### src/rtl/spi_target_apb.sv
`default_nettype none
// spi_target_apb: mode-0 SPI target with a zero-wait APB3 register interface, all in the PCLK domain.
// Optional macro SPI_TGT_IRQ_EN adds the IER register and the interrupt_spi logic.
module spi_target_apb #(
    parameter int SYNC_STAGES = 2
) (
    input  logic        PCLK,
    input  logic        PRESETn,
    input  logic [31:0] PADDR,
    input  logic        PSEL,
    input  logic        PENABLE,
    input  logic        PWRITE,
    input  logic [31:0] PWDATA,
    output logic [31:0] PRDATA,
    output logic        PREADY,
    output logic        PSLVERR,
    input  logic        sclk_spi,
    input  logic        cs_spi,
    input  logic        mosi_spi,
    output logic        miso_spi,
    output logic        miso_oe,
    output logic        interrupt_spi
);

    localparam logic [0:0] ST_IDLE  = 1'b0;
    localparam logic [0:0] ST_SHIFT = 1'b1;

    logic [SYNC_STAGES-1:0] sclk_sync;
    logic [SYNC_STAGES-1:0] cs_sync;
    logic [SYNC_STAGES-1:0] mosi_sync;
    logic [SYNC_STAGES-1:0] vld_sync;
    logic                   sclk_prev;
    logic                   cs_prev;
    logic                   armed;

    logic [0:0] state;
    logic [2:0] bit_cnt;
    logic [7:0] tx_shift;
    logic [7:0] rx_shift;
    logic [7:0] tx_hold;
    logic [7:0] rx_data;
    logic       tx_full;
    logic       rx_avail;
    logic       overrun;
    logic       underrun;
    logic [1:0] ier;

    logic sclk_s, cs_s, mosi_s;
    logic sclk_rise, sclk_fall, cs_fall, cs_rise;
    logic access, addr_ok;
    logic [1:0] reg_sel;
    logic wr_tx, rd_rx, wr_st;
    logic tx_load, byte_done;
    logic [7:0] tx_next, rx_byte;
    logic [31:0] status_word;

    assign PREADY = 1'b1;

    // cs resets high so reset never looks like a frame start; armed additionally
    // requires a genuinely observed high cs before the first falling edge counts.
    always_ff @(posedge PCLK or negedge PRESETn) begin
        if (!PRESETn) begin
            sclk_sync <= '0;
            cs_sync   <= '1;
            mosi_sync <= '0;
            vld_sync  <= '0;
            sclk_prev <= 1'b0;
            cs_prev   <= 1'b1;
            armed     <= 1'b0;
        end else begin
            sclk_sync <= {sclk_sync[SYNC_STAGES-2:0], sclk_spi};
            cs_sync   <= {cs_sync[SYNC_STAGES-2:0], cs_spi};
            mosi_sync <= {mosi_sync[SYNC_STAGES-2:0], mosi_spi};
            vld_sync  <= {vld_sync[SYNC_STAGES-2:0], 1'b1};
            sclk_prev <= sclk_s;
            cs_prev   <= cs_s;
            armed     <= armed | (vld_sync[SYNC_STAGES-1] & cs_s);
        end
    end

    assign sclk_s    = sclk_sync[SYNC_STAGES-1];
    assign cs_s      = cs_sync[SYNC_STAGES-1];
    assign mosi_s    = mosi_sync[SYNC_STAGES-1];
    assign sclk_rise = sclk_s & ~sclk_prev;
    assign sclk_fall = ~sclk_s & sclk_prev;
    assign cs_fall   = armed & cs_prev & ~cs_s;
    assign cs_rise   = ~cs_prev & cs_s;

    assign access  = PSEL & PENABLE;
    assign addr_ok = (PADDR[11:4] == 8'h00);
    assign reg_sel = PADDR[3:2];
    assign wr_tx   = access & addr_ok & PWRITE  & (reg_sel == 2'd0);
    assign rd_rx   = access & addr_ok & ~PWRITE & (reg_sel == 2'd1);
    assign wr_st   = access & addr_ok & PWRITE  & (reg_sel == 2'd2);

    assign tx_next   = tx_full ? tx_hold : 8'hFF;
    assign rx_byte   = {rx_shift[6:0], mosi_s};
    assign tx_load   = ((state == ST_IDLE) & cs_fall) |
                       ((state == ST_SHIFT) & ~cs_rise & sclk_fall & (bit_cnt == 3'd0));
    assign byte_done = (state == ST_SHIFT) & ~cs_rise & sclk_rise & (bit_cnt == 3'd7);

    always_ff @(posedge PCLK or negedge PRESETn) begin
        if (!PRESETn) begin
            state    <= ST_IDLE;
            bit_cnt  <= 3'd0;
            tx_shift <= 8'h00;
            rx_shift <= 8'h00;
            miso_oe  <= 1'b0;
            miso_spi <= 1'b0;
        end else begin
            miso_spi <= ((state == ST_SHIFT) & ~cs_rise) ? tx_shift[7] : 1'b0;
            case (state)
                ST_IDLE: begin
                    if (cs_fall) begin
                        state    <= ST_SHIFT;
                        tx_shift <= tx_next;
                        bit_cnt  <= 3'd0;
                        miso_oe  <= 1'b1;
                    end
                end
                default: begin
                    if (cs_rise) begin
                        state   <= ST_IDLE;
                        bit_cnt <= 3'd0;
                        miso_oe <= 1'b0;
                    end else if (sclk_rise) begin
                        rx_shift <= rx_byte;
                        bit_cnt  <= bit_cnt + 3'd1;
                    end else if (sclk_fall) begin
                        if (bit_cnt != 3'd0) begin
                            tx_shift <= {tx_shift[6:0], 1'b0};
                        end else begin
                            tx_shift <= tx_next;
                        end
                    end
                end
            endcase
        end
    end

    // Event sets are ordered after the W1C/read clears so a coincident event wins.
    always_ff @(posedge PCLK or negedge PRESETn) begin
        if (!PRESETn) begin
            tx_hold  <= 8'h00;
            tx_full  <= 1'b0;
            rx_data  <= 8'h00;
            rx_avail <= 1'b0;
            overrun  <= 1'b0;
            underrun <= 1'b0;
        end else begin
            if (wr_tx) begin
                tx_hold <= PWDATA[7:0];
                tx_full <= 1'b1;
            end else if (tx_load) begin
                tx_full <= 1'b0;
            end

            if (wr_st & PWDATA[4]) begin
                underrun <= 1'b0;
            end
            if (tx_load & ~tx_full) begin
                underrun <= 1'b1;
            end

            if (wr_st & PWDATA[2]) begin
                overrun <= 1'b0;
            end
            if (byte_done & rx_avail & ~rd_rx) begin
                overrun <= 1'b1;
            end

            if (rd_rx) begin
                rx_avail <= 1'b0;
            end
            if (byte_done & (~rx_avail | rd_rx)) begin
                rx_data  <= rx_byte;
                rx_avail <= 1'b1;
            end
        end
    end

`ifdef SPI_TGT_IRQ_EN
    logic wr_ier;
    assign wr_ier = access & addr_ok & PWRITE & (reg_sel == 2'd3);

    always_ff @(posedge PCLK or negedge PRESETn) begin
        if (!PRESETn) begin
            ier           <= 2'b00;
            interrupt_spi <= 1'b0;
        end else begin
            if (wr_ier) begin
                ier <= PWDATA[1:0];
            end
            interrupt_spi <= (ier[0] & rx_avail) | (ier[1] & (overrun | underrun));
        end
    end
`else
    assign ier           = 2'b00;
    assign interrupt_spi = 1'b0;
`endif

    assign status_word = {27'd0, underrun, ~cs_s, overrun, tx_full, rx_avail};

    always_comb begin
        PRDATA  = 32'd0;
        PSLVERR = 1'b0;
        if (access) begin
            if (!addr_ok) begin
                PSLVERR = 1'b1;
            end else if (!PWRITE) begin
                case (reg_sel)
                    2'd1:    PRDATA = {24'd0, rx_data};
                    2'd2:    PRDATA = status_word;
                    2'd3:    PRDATA = {30'd0, ier};
                    default: PRDATA = 32'd0;
                endcase
            end
        end
    end

    logic unused_bits;
    assign unused_bits = &{1'b0, PADDR[31:12], PADDR[1:0], PWDATA[31:8]};

endmodule
`default_nettype wire

### config.mk
export PLATFORM = sky130hd
export DESIGN_NAME = spi_target_apb
export DESIGN_NICKNAME = d
export VERILOG_FILES = /design/src/rtl/spi_target_apb.sv
export SDC_FILE = /design/constraint.sdc
export NUM_CORES = 1
export LEC_CHECK = 0
export CAP_MARGIN = 5
export CORE_ASPECT_RATIO = 1.5
export CORE_MARGIN = 10
export CORE_UTILIZATION = 35
export DETAILED_ROUTE_END_ITERATION = 10
export MAX_ROUTING_LAYER = met4
export PLACE_DENSITY = 0.76
export SLEW_MARGIN = 20
export SYNTH_ARGS = -nofsm -noshare
export SYNTH_HDL_FRONTEND = slang
export SYNTH_SLANG_ARGS = --single-unit
### constraint.sdc
create_clock -name PCLK -period 2.1 [get_ports PCLK]
set_clock_uncertainty 0.05 [all_clocks]
set_input_delay 0.42 -clock PCLK [delete_from_list [all_inputs] [get_ports PCLK]]
set_output_delay 0.42 -clock PCLK [all_outputs]
set_load 0.02 [all_outputs]
Word level (Yosys, flattened, before mapping)
Index checks and enable logic that the tools add are counted.
{"block": "totals", "ff_bits": 52}
{"block": "classes", "n_addsub": 1, "n_eq_ne": 8, "n_mux": 32, "n_bitwise": 38, "reduce_logical": 13}
{"operator": "$mux W32", "n": 2}
{"operator": "$mux W8", "n": 8}
{"operator": "$and A1 B1 Y1", "n": 25}
{"operator": "$mux W1", "n": 17}
{"operator": "$pmux W8 S2", "n": 1}
{"operator": "$mux W3", "n": 4}
{"operator": "$not A1 Y1", "n": 10}
{"operator": "$reduce_bool A2 Y1", "n": 5}
{"operator": "$logic_not A8 Y1", "n": 1}
{"operator": "$ne A2 B1 Y1 const B", "n": 2}
{"operator": "$ne A2 B2 Y1 const B", "n": 2}
{"operator": "$reduce_and A2 Y1", "n": 2}
{"operator": "$reduce_and A4 Y1", "n": 1}
{"operator": "$add A3 B1 Y3 const B", "n": 1}
{"operator": "$eq A3 B3 Y1 const B", "n": 1}
{"operator": "$logic_not A3 Y1", "n": 1}
{"operator": "$ne A3 B1 Y1 const B", "n": 1}
{"operator": "$or A1 B1 Y1", "n": 3}
{"operator": "$reduce_and A3 Y1", "n": 1}
{"operator": "$reduce_bool A3 Y1", "n": 1}
{"operator": "$eq A2 B1 Y1 const B", "n": 1}
{"operator": "$eq A2 B2 Y1 const B", "n": 1}
{"operator": "$logic_not A2 Y1", "n": 1}

Logic depth before layout (Yosys ltp)
Gate-level depths: netlist of the first run.
{"block": "logic_depth", "depth_word": 9, "mapped_depth": 7, "mapped_depth_nobuf": 6}

Worst setup path before layout of the first run
No wires, ideal clock.
{"block": "synth_path", "path_kind": "in2out", "from": "input port PADDR[9]", "to": "output port PRDATA[0]", "arrival_time_ps": 1584, "required_time_ps": 1630, "setup_slack_ps": 46, "path_stages": 4, "path_buffers": 0, "cell_sequence": "nor4_2 -> and4_2 -> nand3b_1 -> nor2_1"}
{"block": "synth_between", "elab_chain_len": 3}
{"element": "from (decl)", "line_no": "9", "text": "input logic [31:0] PADDR,"}
{"element": "$logic_not A8 Y1", "line_no": "90", "text": "assign addr_ok = (PADDR[11:4] == 8'h00);"}
{"element": "$mux W32", "line_no": "208", "text": "if (!addr_ok) begin"}
{"element": "$mux W32", "line_no": "207", "text": "if (access) begin"}
{"element": "to (decl)", "line_no": "14", "text": "output logic [31:0] PRDATA,"}
No other way between the ends.

Final worst setup path of the first run
{"block": "layout_path", "from": "input port PADDR[10]", "to": "output port PRDATA[0]"}
Same word-level chain as after synthesis.

==> impl_metrics.json, run 1 <==
{
  "route.met2.wl_mm": 2.55,
  "area_delta_synth_final_pct": 21.7,
  "slew_headroom": 0.563,
  "root_buffer": "clkbuf_8",
  "grt_pass1_vias": 1714,
  "placed_area_um2": 2900,
  "p_leak_nw": 1.46,
  "max-clock-path-buffers": 2,
  "slowest_stage": "nor4_4",
  "grt_max_degree": 53,
  "drive_gt1_frac": 0.299,
  "fmax_mhz": 478,
  "numCtsBuffers": 5,
  "antenna_found_initial": 0,
  "peakVddDrop_v": 0.000450,
  "critPathCaptureType": "output pin",
  "met3_length_um": 269,
  "drc": 0,
  "tightest_slew_ps": 656,
  "powerDensity_nw_per_um2": 728,
  "hold_path_class": "in2async",
  "status": "finished, final reports clean",
  "insertion_delay_ps": 300,
  "fp.dieH_um": 123,
  "synth.avg_cell_area_um2": 11.9,
  "antenna_cells": 0,
  "dieWidth_um": 88.7,
  "dpl.hpwl_mm": 3.79,
  "cts_hold_buf": 0,
  "routedWlPerCell_um": 14.7,
  "fin_area_um2": 3020,
  "hold_viol_final": 0,
  "period_minus_slack_ps": 2090,
  "crit_type": "in2out",
  "slowest_delay_ps": 290,
  "first_iter_violations": 94,
  "dr.pass1.iters": 4,
  "yosysSeqAreaShare": 0.527,
  "syn_area_um2": 2480,
  "start_kind": "input pin",
  "rows": 37,
  "required_ps": 1630,
  "htree_levels": 2,
  "yosys_warnings": 0,
  "rsz0062_at_grt": "true",
  "ys_ff_latch": 52,
  "met1_length_mm": 2.12,
  "grt_usage": 0.0925,
  "synth-main-ff-cell": "dfrtp_1",
  "drt-total-wl_mm": 4.97,
  "tritoncts": "yes",
  "grt_pass1_wl_mm": 8.01,
  "cts.clk_slew.worst_paths_ps": 90,
  "critical_path_arrival_ps": 1620,
  "io_pins": 109,
  "finalNetCount": 338,
  "synth_cells": 208,
  "place_congestion": 0.791,
  "dieArea_um2": 10900,
  "cts.sinks": 52,
  "yosysUniqueCellTypes": 39,
  "vias": 1618,
  "core_area_um2": 6900,
  "cp_max_fo": 5,
  "vias_per_cell": 4.77,
  "synthArstFlopShare": 1.00,
  "io_buffers": 36,
  "synth_edf_count": 0,
  "overflow": 0,
  "start_util": 0.359,
  "tns_ps": 0,
  "path_cells": "buf_6 > nor4_4 > and4_4 > nand3b_1 > nor2_1 > buf_4",
  "slew_violations": 0,
  "maxUsedRoutingLayer": "met4",
  "antenna_left": 0,
  "maxCapViolations": 0,
  "fin_crit_sh": 0.997,
  "setup_viol_count_final": 0,
  "fill_cells": 642,
  "p_total_w": 0.00220
}
[cell type report]
class                   count  area, µm²  area share
flip-flops and latches     52       1310       0.433
multi-input cells         144       1070       0.354
repair buffers             50        422       0.140
well taps                  78       97.6      0.0324
clock buffers               6       82.6      0.0274
inverters                   7       26.3     0.00871
clock inverters             2       13.8     0.00456
[metrics by stage]
step                hold WS, ps  setup slack, ps   util  instances
detailed placement          286             -876  0.420        328
global route                227            -80.5  0.437        339
floorplan                  74.4             45.7      -        233
finish                      173             6.50  0.437        339
global placement            282             -765  0.420        328
CTS                         199            -13.8  0.433        339
[timing repair]
action	in CTS	in global routing
pin swaps	8	2
endpoints found under the setup margin	15	8
setup buffers	3	0
gates resized for setup	76	11
[kinds of logic after synthesis]
| logic type | share of synthesized area |
|---|---|
| simple gates | 0.138 |
| flops | 0.527 |
| buf+inv | 0.0964 |
| compound gates | 0.0848 |
| mux | 0.121 |
| fa+ha+maj | 0.0303 |
| other cells | 0.00303 |
[final timing paths]
check	startpoint	endpoint	slack [ps]	cells past startpoint
worst max-delay path	PADDR[10]	PRDATA[0]	6	6
worst min-delay path	PRESETn	sclk_sync[0]	170	2
worst max register to register	cs_prev	rx_data[7]	370	4
worst min register to register	vld_sync[0]	vld_sync[1]	300	0
max in group asynchronous	PRESETn	tx_hold[3]	1380	2
min in group PCLK	vld_sync[0]	vld_sync[1]	300	0
[critical path, delay by kind of cell]
family                 cells  cell delay, ps
AND/OR/NAND/NOR            4             940
buffers and inverters      2             260
[cell usage in the layout (no fill, tap or decap), drive strengths merged, types with 4 or more instances in the layout]
master	synthesis	final
conb	2	27
a22oi	5	5
mux2	24	24
nor2	13	13
nor3b	7	7
inv	7	8
ha	6	6
nand2	17	17
clkbuf	2	7
dlygate4sd2	0	5
o21ai	4	4
buf	28	29
clkdlybuf4s50	0	13
dfrtp	49	49
o31ai	7	7
[sequential cells by signal, indices dropped and copies added (netlist names)]
signal     count
underrun       1
rx_avail       1
vld_sync       2
miso_spi       1
sclk_prev      1
rx_data        8
cs_prev        1
state          1
tx_hold        8
miso_oe        1
armed          1
sclk_sync      2
cs_sync        2
rx_shift       7
tx_full        1
overrun        1
mosi_sync      2
bit_cnt        3
tx_shift       8
[synthesized netlist by cell type, types with 2 or more instances]
| cell type | number | area (µm²) |
|---|---|---|
| conb_1 | 2 | 7.51 |
| dfstp_2 | 3 | 78.8 |
| o2bb2ai_1 | 2 | 17.5 |
| nand3_1 | 2 | 10.0 |
| a21oi_1 | 2 | 10.0 |
| clkbuf_1 | 2 | 7.51 |
| mux2_4 | 8 | 120 |
| o31ai_1 | 7 | 52.6 |
| nor4_2 | 2 | 25.0 |
| ha_1 | 6 | 75.1 |
| nand2_1 | 16 | 60.1 |
| nor2b_1 | 2 | 12.5 |
| a22o_1 | 2 | 17.5 |
| nor3b_1 | 7 | 52.6 |
| buf_4 | 26 | 195 |
| buf_2 | 2 | 10.0 |
| nor2_1 | 13 | 48.8 |
| nand2b_1 | 3 | 18.8 |
| nand4_1 | 3 | 18.8 |
| dfrtp_1 | 49 | 1230 |
| inv_1 | 7 | 26.3 |
| mux2_2 | 16 | 180 |
| a22oi_1 | 5 | 37.5 |
| and2_1 | 3 | 18.8 |
| o21ai_0 | 4 | 20.0 |
[report_power, final]
group,internal (W),leakage (nW),switching (W),total (W)
sequential,0.00113,0.648,0.0000824,0.00122
clock,0.000270,0.0516,0.000330,0.000601
combinational,0.000179,0.756,0.000200,0.000379
[metal layers]
| layer | vias up | track usage |
|---|---|---|
| li1 | 768 | - |
| met1 | 801 | 0.109 |
| met2 | 45 | 0.157 |
| met3 | 4 | 0.0158 |
| met4 | 0 | 0.0243 |
| met5 | - | - |
(Power assumes the default switching activity.)
==> run 2, diff against run 1 <==
--- a/config.mk
+++ b/config.mk
@@ -10,6 +10,7 @@
 export CORE_MARGIN = 10
 export CORE_UTILIZATION = 35
 export DETAILED_ROUTE_END_ITERATION = 10
+export GPL_TIMING_DRIVEN = 0
 export MAX_ROUTING_LAYER = met4
 export PLACE_DENSITY = 0.76
 export SLEW_MARGIN = 20
==> run 2 against run 1 <==
Design area rose by 4.6%; combinational power grew 12%; final cell count grew 5.9%; die area stayed put; critical endpoint is now PRDATA[2]; routed wire length is 1.4% higher; worst setup slack improved by 39 ps; via count is 4.4% higher; sequential power is essentially flat; global-route usage increased by 0.68 points.
==> impl_metrics.json, run 2 (same netlist as run 1, synthesis figures left out) <==
{
  "start_kind": "input pin",
  "io_pins": 109,
  "final_cell_mix": "dfrtp_1, buf_4, conb_1, nand2_1, mux2_2",
  "dp.cells": 347,
  "critPathCaptureType": "output pin",
  "crit_type": "in2out",
  "slowest_delay_ps": 300,
  "dr.pass1.iters": 4,
  "placed_area_um2": 3030,
  "vias": 1690,
  "grt_pass1_wl_mm": 8.38,
  "fin_crit_sh": 0.978,
  "rsz0062_at_grt": "true",
  "drive_gt1_frac": 0.342,
  "powerDensity_nw_per_um2": 706,
  "hold_viol_final": 0,
  "htree_levels": 2,
  "tritoncts": "yes",
  "grt_max_degree": 53,
  "peakVddDrop_v": 0.000332,
  "period_minus_slack_ps": 2050,
  "insertion_delay_ps": 310,
  "place_congestion": 0.761,
  "fin_area_um2": 3150,
  "core_area_um2": 6900,
  "setup_viol_count_final": 0,
  "slew_violations": 0,
  "cts.sinks": 52,
  "dieArea_um2": 10900,
  "r2r_slack_ps": 220,
  "reg_top3": "rx_data: 8 flops, tx_hold: 8 flops, tx_shift: 8 flops",
  "root_buffer": "clkbuf_8",
  "start_util": 0.359,
  "routedWlPerCell_um": 14.0,
  "fmax_mhz": 487,
  "maxCapViolations": 0,
  "hold_path_class": "in2async",
  "hold_slack_ps": 77.1,
  "max-clock-path-buffers": 2,
  "tightest_slew_ps": 645,
  "required_ps": 1630,
  "drt-total-wl_mm": 5.04,
  "slowest_stage": "nor4_4",
  "fp.dieH_um": 123,
  "vias_per_cell": 4.71,
  "cp_max_fo": 5,
  "fin_util": 0.457,
  "first_iter_violations": 108,
  "numCtsBuffers": 5,
  "area_delta_synth_final_pct": 27.2,
  "io_buffers": 36,
  "status": "finished, final reports clean",
  "stdcell_count": 359,
  "antenna_found_initial": 0,
  "antenna_left": 0,
  "p_leak_nw": 1.55,
  "antenna_cells": 0,
  "rows": 37,
  "dieWidth_um": 88.7,
  "finalNetCount": 358,
  "overflow": 0,
  "slew_headroom": 0.570,
  "fill_cells": 642,
  "cts.clk_slew.worst_paths_ps": 90,
  "path_cells": "buf_6 > nor4_4 > and4_4 > nand3b_1 > nor2_1 > buf_4",
  "grt_usage": 0.0993,
  "tns_ps": 0,
  "final_common_cell": "dfrtp_1",
  "critical_path_arrival_ps": 1580,
  "grt_pass1_vias": 1767,
  "dpl.hpwl_mm": 3.83,
  "drc": 0
}
## run 2: per-layer routing
layer	GRT usage	wire length, µm	vias to the layer above	part of all wire
li1	-	-	810	-
met1	0.110	2020	821	0.40
met2	0.159	2540	50	0.50
met3	0.0362	392	9	0.078
met4	0.0375	90	0	0.018
met5	-	0	-	0
## run 2: metrics by stage
stage | setup WS [ps] | power (W)
2_1_floorplan | 45.7 | 0.00150
3_3_place_gp | -1030 | 0.00163
3_5_place_dp | -1030 | 0.00165
4_1_cts | 7.44 | 0.00224
5_1_grt | -39.7 | 0.00235
6_report | 45.2 | 0.00222
## run 2: layout make-up
type	count	area, µm²	share of cell area
Inverter	7	26.3	0.00833
Clock buffer	7	86.3	0.0274
Multi-Input combinational cell	144	1070	0.339
Clock inverter	1	7.51	0.00238
Sequential cell	52	1310	0.414
Tap cell	78	97.6	0.0310
Timing Repair Buffer	41	352	0.112
Buffer	29	209	0.0663
## run 2: path summary, 6_finish.rpt
| kind | start | end | cells past startpoint |
|---|---|---|---|
| max in group asynchronous | PRESETn | state | 1 |
| hold / removal | PRESETn | armed | 1 |
| setup / recovery | PADDR[7] | PRDATA[2] | 6 |
| setup reg to reg | cs_prev | rx_data[2] | 4 |
| min in group PCLK | mosi_sync[0] | mosi_sync[1] | 0 |
| hold reg to reg | mosi_sync[0] | mosi_sync[1] | 0 |
## run 2: critical path: cells and delay by family
family,cells,cell delay [ps]
and+or+nand+nor,4,910
buffers and inverters,2,260
## run 2: power by group
part | switching [W] | internal (W)
clock | 0.000323 | 0.000268
sequential | 0.0000767 | 0.00113
combinational | 0.000214 | 0.000210
total | 0.000613 | 0.00161
## run 2: repair_timing
item,in CTS,in global routing
resized for setup,73,13
hold buffers,0,0
pin swaps,7,7
buffers inserted,3,2
setup endpoints to repair,25,24
